**src/rtl/lsu.sv**
```systemverilog
// lsu: load/store unit between the execute stage and the data memory.
//
// Accepts one load or store at a time, drives dmem with word-aligned
// addresses and lane-aligned byte enables/data, splits accesses that cross
// a word boundary into two sequential word accesses, and returns assembled,
// sign/zero-extended load data on a one-cycle response pulse.
//
// Ports:
//   clk, rst_n          clock (rising edge), asynchronous active-low reset
//   req_valid/req_ready request handshake; a request is accepted on a rising
//                       edge where both are 1 (req_ready is 1 only in IDLE)
//   req_we              1 = store, 0 = load
//   req_funct3          RISC-V funct3 (LB/LH/LW/LBU/LHU, SB/SH/SW)
//   req_addr            byte address (bits above ADDR_W ignored)
//   req_wdata           store data, right-aligned
//   resp_valid          one-cycle completion pulse, no backpressure
//   resp_rdata          extended load data; 0 for stores and errors
//   resp_err            illegal funct3, qualified by resp_valid
//   dmem_en/we/addr/din dmem request, decoded from state + captured request
//   dmem_dout           dmem read data, combinational from dmem_en/dmem_addr
module lsu #(
  parameter int ADDR_W = 14
) (
  input  logic              clk,
  input  logic              rst_n,
  input  logic              req_valid,
  output logic              req_ready,
  input  logic              req_we,
  input  logic [2:0]        req_funct3,
  input  logic [31:0]       req_addr,
  input  logic [31:0]       req_wdata,
  output logic              resp_valid,
  output logic [31:0]       resp_rdata,
  output logic              resp_err,
  output logic              dmem_en,
  output logic [3:0]        dmem_we,
  output logic [ADDR_W-1:0] dmem_addr,
  output logic [31:0]       dmem_din,
  input  logic [31:0]       dmem_dout
);

  typedef enum logic [1:0] {IDLE, ACC0, ACC1, RESP} state_e;

  state_e              state_q, state_d;
  logic                we_q;
  logic                err_q;
  logic [2:0]          funct3_q;
  logic [ADDR_W-1:0]   addr_q;
  logic [31:0]         wdata_q;
  logic [31:0]         lo_q;
  logic [31:0]         hi_q;

  logic                illegal_req;
  logic [1:0]          off;
  logic [3:0]          mask;
  logic                split;
  logic [63:0]         wdata_sh;
  logic [7:0]          mask_sh;
  logic [ADDR_W-3:0]   word_idx;
  logic [ADDR_W-3:0]   word_inc;
  logic [31:0]         ld_word;
  logic [31:0]         ld_data;
  logic [31:0]         unused_addr_hi;

  // Request address bits above the dmem range are intentionally dropped.
  assign unused_addr_hi = req_addr;

  // Loads reject 011/110/111; stores reject 011 and every 1xx.
  assign illegal_req = (req_funct3 == 3'b011) || (req_funct3[2:1] == 2'b11) ||
                       (req_we && req_funct3[2]);

  assign off      = addr_q[1:0];
  assign word_idx = addr_q[ADDR_W-1:2];
  // Second word wraps modulo the dmem word count.
  assign word_inc = word_idx + (ADDR_W-2)'(1);

  always_comb begin
    mask  = 4'b1111;
    split = 1'b0;
    case (funct3_q[1:0])
      2'b00:   mask = 4'b0001;
      2'b01: begin
        mask  = 4'b0011;
        split = (off == 2'd3);
      end
      default: begin
        mask  = 4'b1111;
        split = (off != 2'd0);
      end
    endcase
  end

  // 64-bit lane view: low half goes to the first word, high half to the next.
  assign wdata_sh = {32'b0, wdata_q} << {off, 3'b000};
  assign mask_sh  = {4'b0, mask} << off;
  assign ld_word  = 32'({hi_q, lo_q} >> {off, 3'b000});

  always_comb begin
    ld_data = 32'b0;
    case (funct3_q)
      3'b000:  ld_data = {{24{ld_word[7]}}, ld_word[7:0]};
      3'b001:  ld_data = {{16{ld_word[15]}}, ld_word[15:0]};
      3'b010:  ld_data = ld_word;
      3'b100:  ld_data = {24'b0, ld_word[7:0]};
      3'b101:  ld_data = {16'b0, ld_word[15:0]};
      default: ld_data = 32'b0;
    endcase
  end

  always_comb begin
    state_d    = state_q;
    req_ready  = 1'b0;
    resp_valid = 1'b0;
    resp_rdata = 32'b0;
    resp_err   = 1'b0;
    dmem_en    = 1'b0;
    dmem_we    = 4'b0;
    dmem_addr  = '0;
    dmem_din   = 32'b0;
    case (state_q)
      IDLE: begin
        req_ready = 1'b1;
        if (req_valid) state_d = illegal_req ? RESP : ACC0;
      end
      ACC0: begin
        dmem_en   = 1'b1;
        dmem_addr = {word_idx, 2'b00};
        if (we_q) begin
          dmem_we  = mask_sh[3:0];
          dmem_din = wdata_sh[31:0];
        end
        state_d = split ? ACC1 : RESP;
      end
      ACC1: begin
        dmem_en   = 1'b1;
        dmem_addr = {word_inc, 2'b00};
        if (we_q) begin
          dmem_we  = mask_sh[7:4];
          dmem_din = wdata_sh[63:32];
        end
        state_d = RESP;
      end
      RESP: begin
        resp_valid = 1'b1;
        resp_err   = err_q;
        resp_rdata = (we_q || err_q) ? 32'b0 : ld_data;
        state_d    = IDLE;
      end
      default: state_d = IDLE;
    endcase
  end

  always_ff @(posedge clk or negedge rst_n) begin
    if (!rst_n) begin
      state_q  <= IDLE;
      we_q     <= 1'b0;
      err_q    <= 1'b0;
      funct3_q <= 3'b0;
      addr_q   <= '0;
      wdata_q  <= 32'b0;
      lo_q     <= 32'b0;
      hi_q     <= 32'b0;
    end else begin
      state_q <= state_d;
      case (state_q)
        IDLE: begin
          if (req_valid) begin
            we_q     <= req_we;
            err_q    <= illegal_req;
            funct3_q <= req_funct3;
            addr_q   <= req_addr[ADDR_W-1:0];
            wdata_q  <= req_wdata;
            // hi word must read as zero for non-split loads
            lo_q     <= 32'b0;
            hi_q     <= 32'b0;
          end
        end
        ACC0: if (!we_q) lo_q <= dmem_dout;
        ACC1: if (!we_q) hi_q <= dmem_dout;
        default: ;
      endcase
    end
  end

endmodule

```
**config.mk**
```make
export PLATFORM = sky130hd
export DESIGN_NAME = lsu
export DESIGN_NICKNAME = d
export VERILOG_FILES = /design/src/rtl/lsu.sv
export SDC_FILE = /design/constraint.sdc
export NUM_CORES = 1
export LEC_CHECK = 0
export CAP_MARGIN = 20
export CORE_UTILIZATION = 41
export DETAILED_ROUTE_END_ITERATION = 8
export MAX_ROUTING_LAYER = met4
export PLACE_DENSITY = 0.7
export SLEW_MARGIN = 25
export SYNTH_ARGS = -nofsm -noshare
export SYNTH_HDL_FRONTEND = slang
export SYNTH_SLANG_ARGS = --single-unit
export TNS_END_PERCENT = 50
```
**constraint.sdc**
```tcl
create_clock -name clk -period 2.4 [get_ports clk]
set_clock_uncertainty 0.2 [all_clocks]
set_input_delay 0.24 -clock clk [delete_from_list [all_inputs] [get_ports clk]]
set_output_delay 0.24 -clock clk [all_outputs]
set_load 0.02 [all_outputs]
```
# Word level (Yosys, flattened, before mapping)
# Cells that the tools add are included.
# classes
n_eq_ne,14
mux,24
n_addsub,1
n_shift,3
n_reduce_logical,14
# op_table
operator,n
32-bit two-way mux,6
32-bit case mux with 2 select lines,3
32-bit case mux with 5 select lines,1
32-bit by 5-bit << shifter with 64-bit output,1
64-bit by 5-bit >> shifter with 32-bit output,1
14-bit case mux with 2 select lines,1
4-bit case mux with 2 select lines,2
12-bit by 1-bit adder with 12-bit output (second input constant),1
2-bit equality test (second input constant),4
4-bit two-way mux,2
2-bit case mux with 4 select lines,1
4-bit by 2-bit << shifter with 8-bit output,1
3-bit by 2-bit equality test with 1-bit output (second input constant),2
3-bit equality test (second input constant),2
2-bit != test (second input constant),3
3-bit AND reduction,2
2-bit nonzero test,3
1-bit two-way mux,5
2-bit by 1-bit equality test with 1-bit output (second input constant),2
2-bit zero test,2
2-bit two-way mux,2
3-bit by 1-bit equality test with 1-bit output (second input constant),1
3-bit zero test,1
1-bit logical OR,3
4 further kinds,4
# word_totals
inputBits,103
output_inout_bits,86
reg_bits,117

# Longest topological paths before layout
# depth
word_depth,6
ltp_mapped,9

# Worst setup path after synthesis
# OpenSTA, ideal clock, no wires.
# synth_path
kind,register to output
start,register state_q[1]
end,output dmem_addr[10]
path_slack_ns,-0.174
stages_incl_launch_ff,7
arrival_time_ns,2.134
n_path_buf,2
path_cell_list,dfrtp_1 inv_1 ha_1 clkbuf_1 nand2_1 clkbuf_1 o41ai_1
# synth_via
elab_chain_len,2
elab_cells_between_ends,3
# synth_lines
element,line_no,rtl
start: declaration,44,"state_e state_q, state_d;"
start signal: assignment,164,state_q <= state_d;
2-bit equality test / 2-bit by 1-bit equality test with 1-bit output (equally long branches),120,case (state_q)
14-bit case mux with 2 select lines *,120,
end: declaration,37,"output logic [ADDR_W-1:0] dmem_addr,"
# Every way passes the cells marked *; elsewhere a longest branch is shown, timed or not.

# Worst setup path in the final report
# layout_path
start,register addr_q[0]
end,output resp_rdata[8]
# layout_via
elab_chain_len,4
# layout_lines
element,line_no,rtl
start: declaration,48,logic [ADDR_W-1:0] addr_q;
start signal: assignment,171,addr_q <= req_addr[ADDR_W-1:0];
64-bit by 5-bit >> shifter with 32-bit output,96,"assign ld_word = 32'({hi_q, lo_q} >> {off, 3'b000});"
32-bit case mux with 5 select lines,100,case (funct3_q)
32-bit two-way mux,146,resp_rdata = (we_q || err_q) ? 32'b0 : ld_data;
32-bit two-way mux,120,
end: declaration,33,"output logic [31:0] resp_rdata,"
# Every way passes these cells.

==> key figures <==
Timing
  • Hold violation count in the final report: 0
  • Setup violators final: 61
  • Max-slew violations: 0
  • Unrepaired setup endpoints after global routing: true
  • Sum Neg Setup Slack: -6299 ps
  • Fmax achieved: 0.3819 GHz
  • Setup ws final: -218.6 ps
  • Final period util: 109.1%
  • Period minus WS final: 2619 ps

Global routing
  • Number of global-route vias before repair: 6535
  • Global-route wire length before repair: 34.83 mm
  • Initial antenna violation count: 0
  • Total track usage: 26.54%
  • Largest net degree at the start of global routing: 52
  • Total gr overflow: 0

Floorplan
  • Die height: 131.3 um
  • Die area: 17240 sq um
  • Die W: 131.3 um
  • Core Box Area: 16120 sq um
  • Initial Utilization: 42.55%
  • # rows: 46
  • I/O pins: 189

Critical path
  • Worst path most repeated cell: buf_6
  • Reg-to-Reg End: lo_q[2]
  • Bufs and invs on worst path: 4
  • Critical path's largest stage delay: 510 ps
  • Critical Path, Cell by Cell: buf_6 > buf_12 > buf_8 > mux2_2 > o211ai_1 > a21oi_4 > buf_6
  • Critical Path RT: 1960 ps
  • Delay-heaviest family, CP: buffers and inverters
  • CP Class: flop to output port
  • Reg2reg setup slack: 70 ps
  • Critical path fanouts, max: 7
  • Reg2reg path depth: 10
  • CP Launch Type: flop
  • FF-to-FF Start: state_q[0]
  • Crit path DAT: 2180 ps
  • Crit-path slowest cell: dfrtp_4
  • Endpoint class of the critical path: output port

CTS
  • Clk buf depth: 2
  • CTS H-tree depth: 3
  • Clk slew on worst S/H paths: 70 ps
  • Clock root buffer: clkbuf_16
  • CTS Sinks: 109
  • CTS Buf Count: 9
  • Worst skew pair latency: 350 ps
  • CTS tree: done

Power and ir drop
  • Leakage: 4.698 nW
  • Max IR drop VDD: 0.7492 mV
  • Power Density: 1302 nW/um^2

Detailed routing
  • Routed vias/inst: 5.557
  • ANT nets after route: 0
  • Routed WL: 22.78 mm
  • Drt initial violations: 512
  • DRT Pass-1 Iters: 5
  • Vias post-DR: 6729
  • DRC errors left: 0
  • Drt wl/cell: 18.81 um

Place
  • Placer Congestion: 0.8636
  • Place WS: -303.9 ps
  • Number of I/O port buffers: 168
  • Cells after DPL: 1165
  • DPL Wire Length: 15.36 mm

Synth
  • Gate Count Post-Synth: 760
  • Syn avg cell area: 9.022 sq um
  • Ys async rst share: 100.0%
  • EDFF count, synth: 0
  • Ys Warns: 0
  • Mux contribution to synthesized area: 19.56%
  • Post-synth cell types: 45
  • Post-synthesis compound-gate area fraction: 16.81%
  • XOR/XNOR Fraction of Synth Area: 0.2555%
  • Cell Area, Synth: 6857 sq um
  • Simple-gate share of the synthesized area: 17.77%
  • Most used DFF post-synth: dfrtp_1
  • Area share of fa/ha/maj cells after synthesis: 0.9124%
  • Seq cells post-synth: 109
  • Sequential area share after synthesis: 39.78%
  • Main combinational cell family by area after synthesis: multiplexers

Final layout
  • Area delta synth->final: 52.37%
  • Post-Layout Cell Count: 1211
  • ANT cells: 0
  • Layout cell share with drive strength beyond 1: 38.89%
  • Nets: 1098
  • Fill count: 1279

Flow run
  • Max Cap Viol: 0

Hold path
  • Worst Hold Class: input pin to asynchronous set/reset pin

Status
  • Run status: complete, but fails checks
  • Failing checks: negative setup slack
-- cell usage in the layout (no fill, tap or decap), drive strengths merged, types with 17 or more instances in the layout --
cell | Yosys | routed
a211oi | 21 | 21
o21ai | 48 | 48
a21oi | 30 | 30
nor2 | 27 | 27
a21o | 18 | 18
mux2 | 80 | 80
nand2 | 135 | 135
mux2i | 44 | 44
nand3 | 32 | 32
nor2b | 26 | 26
a22oi | 18 | 18
buf | 36 | 194
dfrtp | 109 | 109
clkdlybuf4s50 | 0 | 86
o22ai | 17 | 17
-- how the worst max path moves through the flow --
stage	start	endpoint	slack [ps]	cells after the start
finish	addr_q[0]	resp_rdata[8]	-220	7
detailed placement	addr_q[0]	dmem_din[21]	-300	6
global route	state_q[0]	resp_rdata[26]	-300	9
CTS	addr_q[0]	resp_rdata[8]	-240	6
global placement	state_q[1]	resp_rdata[4]	-330	7
floorplan	state_q[1]	dmem_addr[7]	-5	7
-- kinds of logic after synthesis --
logic type                 Yosys count
buffers and inverters               74
and+or+nand+nor                    266
adders and majority gates            5
DFF                                109
AOI/OAI and AO/OA                  179
other                                1
xor gates and xnor gates             2
muxes                              124
-- worst register-to-register path: stages, from the launching register on --
cell      delay [ps]
dfrtp_1          430
buf_6            140
buf_6            100
ha_4             180
clkbuf_2         150
buf_4            150
buf_6            140
a211o_1          340
buf_12           200
nand2_1           90
o21ai_0           90
-- sequential cells by signal, indices dropped and copies added, names as in the netlist --
register / cells
lo_q: 32
wdata_q: 32
hi_q: 24
addr_q: 14
funct3_q: 3
state_q: 2
err_q: 1
we_q: 1
-- where the power goes --
part / leakage [nW] / internal [mW] / switching, mW
logic: 3.17 / 4.33 / 4.63
clock network: 0.148 / 0.775 / 0.699
registers: 1.38 / 2.52 / 0.653
-- cell type report --
| cell class | count | area (sq um) | share of cell area, % |
|---|---|---|---|
| Sequential cell | 109 | 2733 | 26.16 |
| Clock inverter | 5 | 42.54 | 0.4072 |
| Inverter | 4 | 20.02 | 0.1916 |
| Tap cell | 216 | 270.3 | 2.587 |
| Clock buffer | 11 | 252.7 | 2.419 |
| Timing Repair Buffer | 288 | 2839 | 27.17 |
| Multi-Input combinational cell | 578 | 4290 | 41.07 |
-- through the flow --
| stage | hold WS, ps | area (sq um) | total power, mW | utilization [%] |
|---|---|---|---|---|
| finish | 115.3 | 10450 | 13.61 | 64.83 |
| global route | 125.1 | 10450 | 14.37 | 64.83 |
| CTS | 110.8 | 9881 | 12.51 | 61.31 |
| detailed placement | -49.94 | 9355 | 10.52 | 58.05 |
| global placement | -51.32 | 9355 | 10.41 | 58.05 |
| floorplan | -255.6 | 6873 | 7.536 | - |
-- timing repair --
item | 4_1_cts | 5_1_grt
setup endpoints to repair | 81 | 79
setup buffers | 8 | 18
hold buffers | 1 | 0
endpoints found under the hold margin | 109 | 0
gates resized for setup | 407 | 184
cloned | 4 | 1
pin swaps | 14 | 27
-- cell usage after synthesis (2+ instances only) --
library cell,number,area (sq um)
a211oi_1,21,157.7
a21o_1,18,135.1
a21oi_1,30,150.1
a22o_1,8,70.07
a22oi_1,18,135.1
a41oi_1,2,17.52
and2_1,8,50.05
and3_1,3,18.77
buf_1,12,45.04
buf_2,17,85.08
buf_4,5,37.54
buf_6,2,22.52
clkbuf_1,34,127.6
dfrtp_1,109,2728
ha_1,5,62.56
inv_1,4,15.01
mux2_2,80,900.9
mux2i_1,44,440.4
nand2_1,135,506.7
nand2b_1,9,56.30
nand3_1,32,160.2
nand4_1,3,18.77
nor2_1,27,101.4
nor2b_1,26,162.7
nor3_1,11,55.05
nor3b_1,2,15.01
o211ai_1,10,75.07
o21a_1,2,15.01
o21ai_0,48,240.2
o22ai_1,16,100.1
or3_1,3,18.77
or4_1,3,22.52
-- metal layers --
layer  GRT usage [%]  share of wire, %  up-vias
met5               -                 0        -
met4           7.946               2.9        0
met3           6.134               7.3       49
met2           42.76                48      322
met1           33.14                42     3206
li1                -                 -     3152
Note: power is estimated with default switching activity, not from simulation.
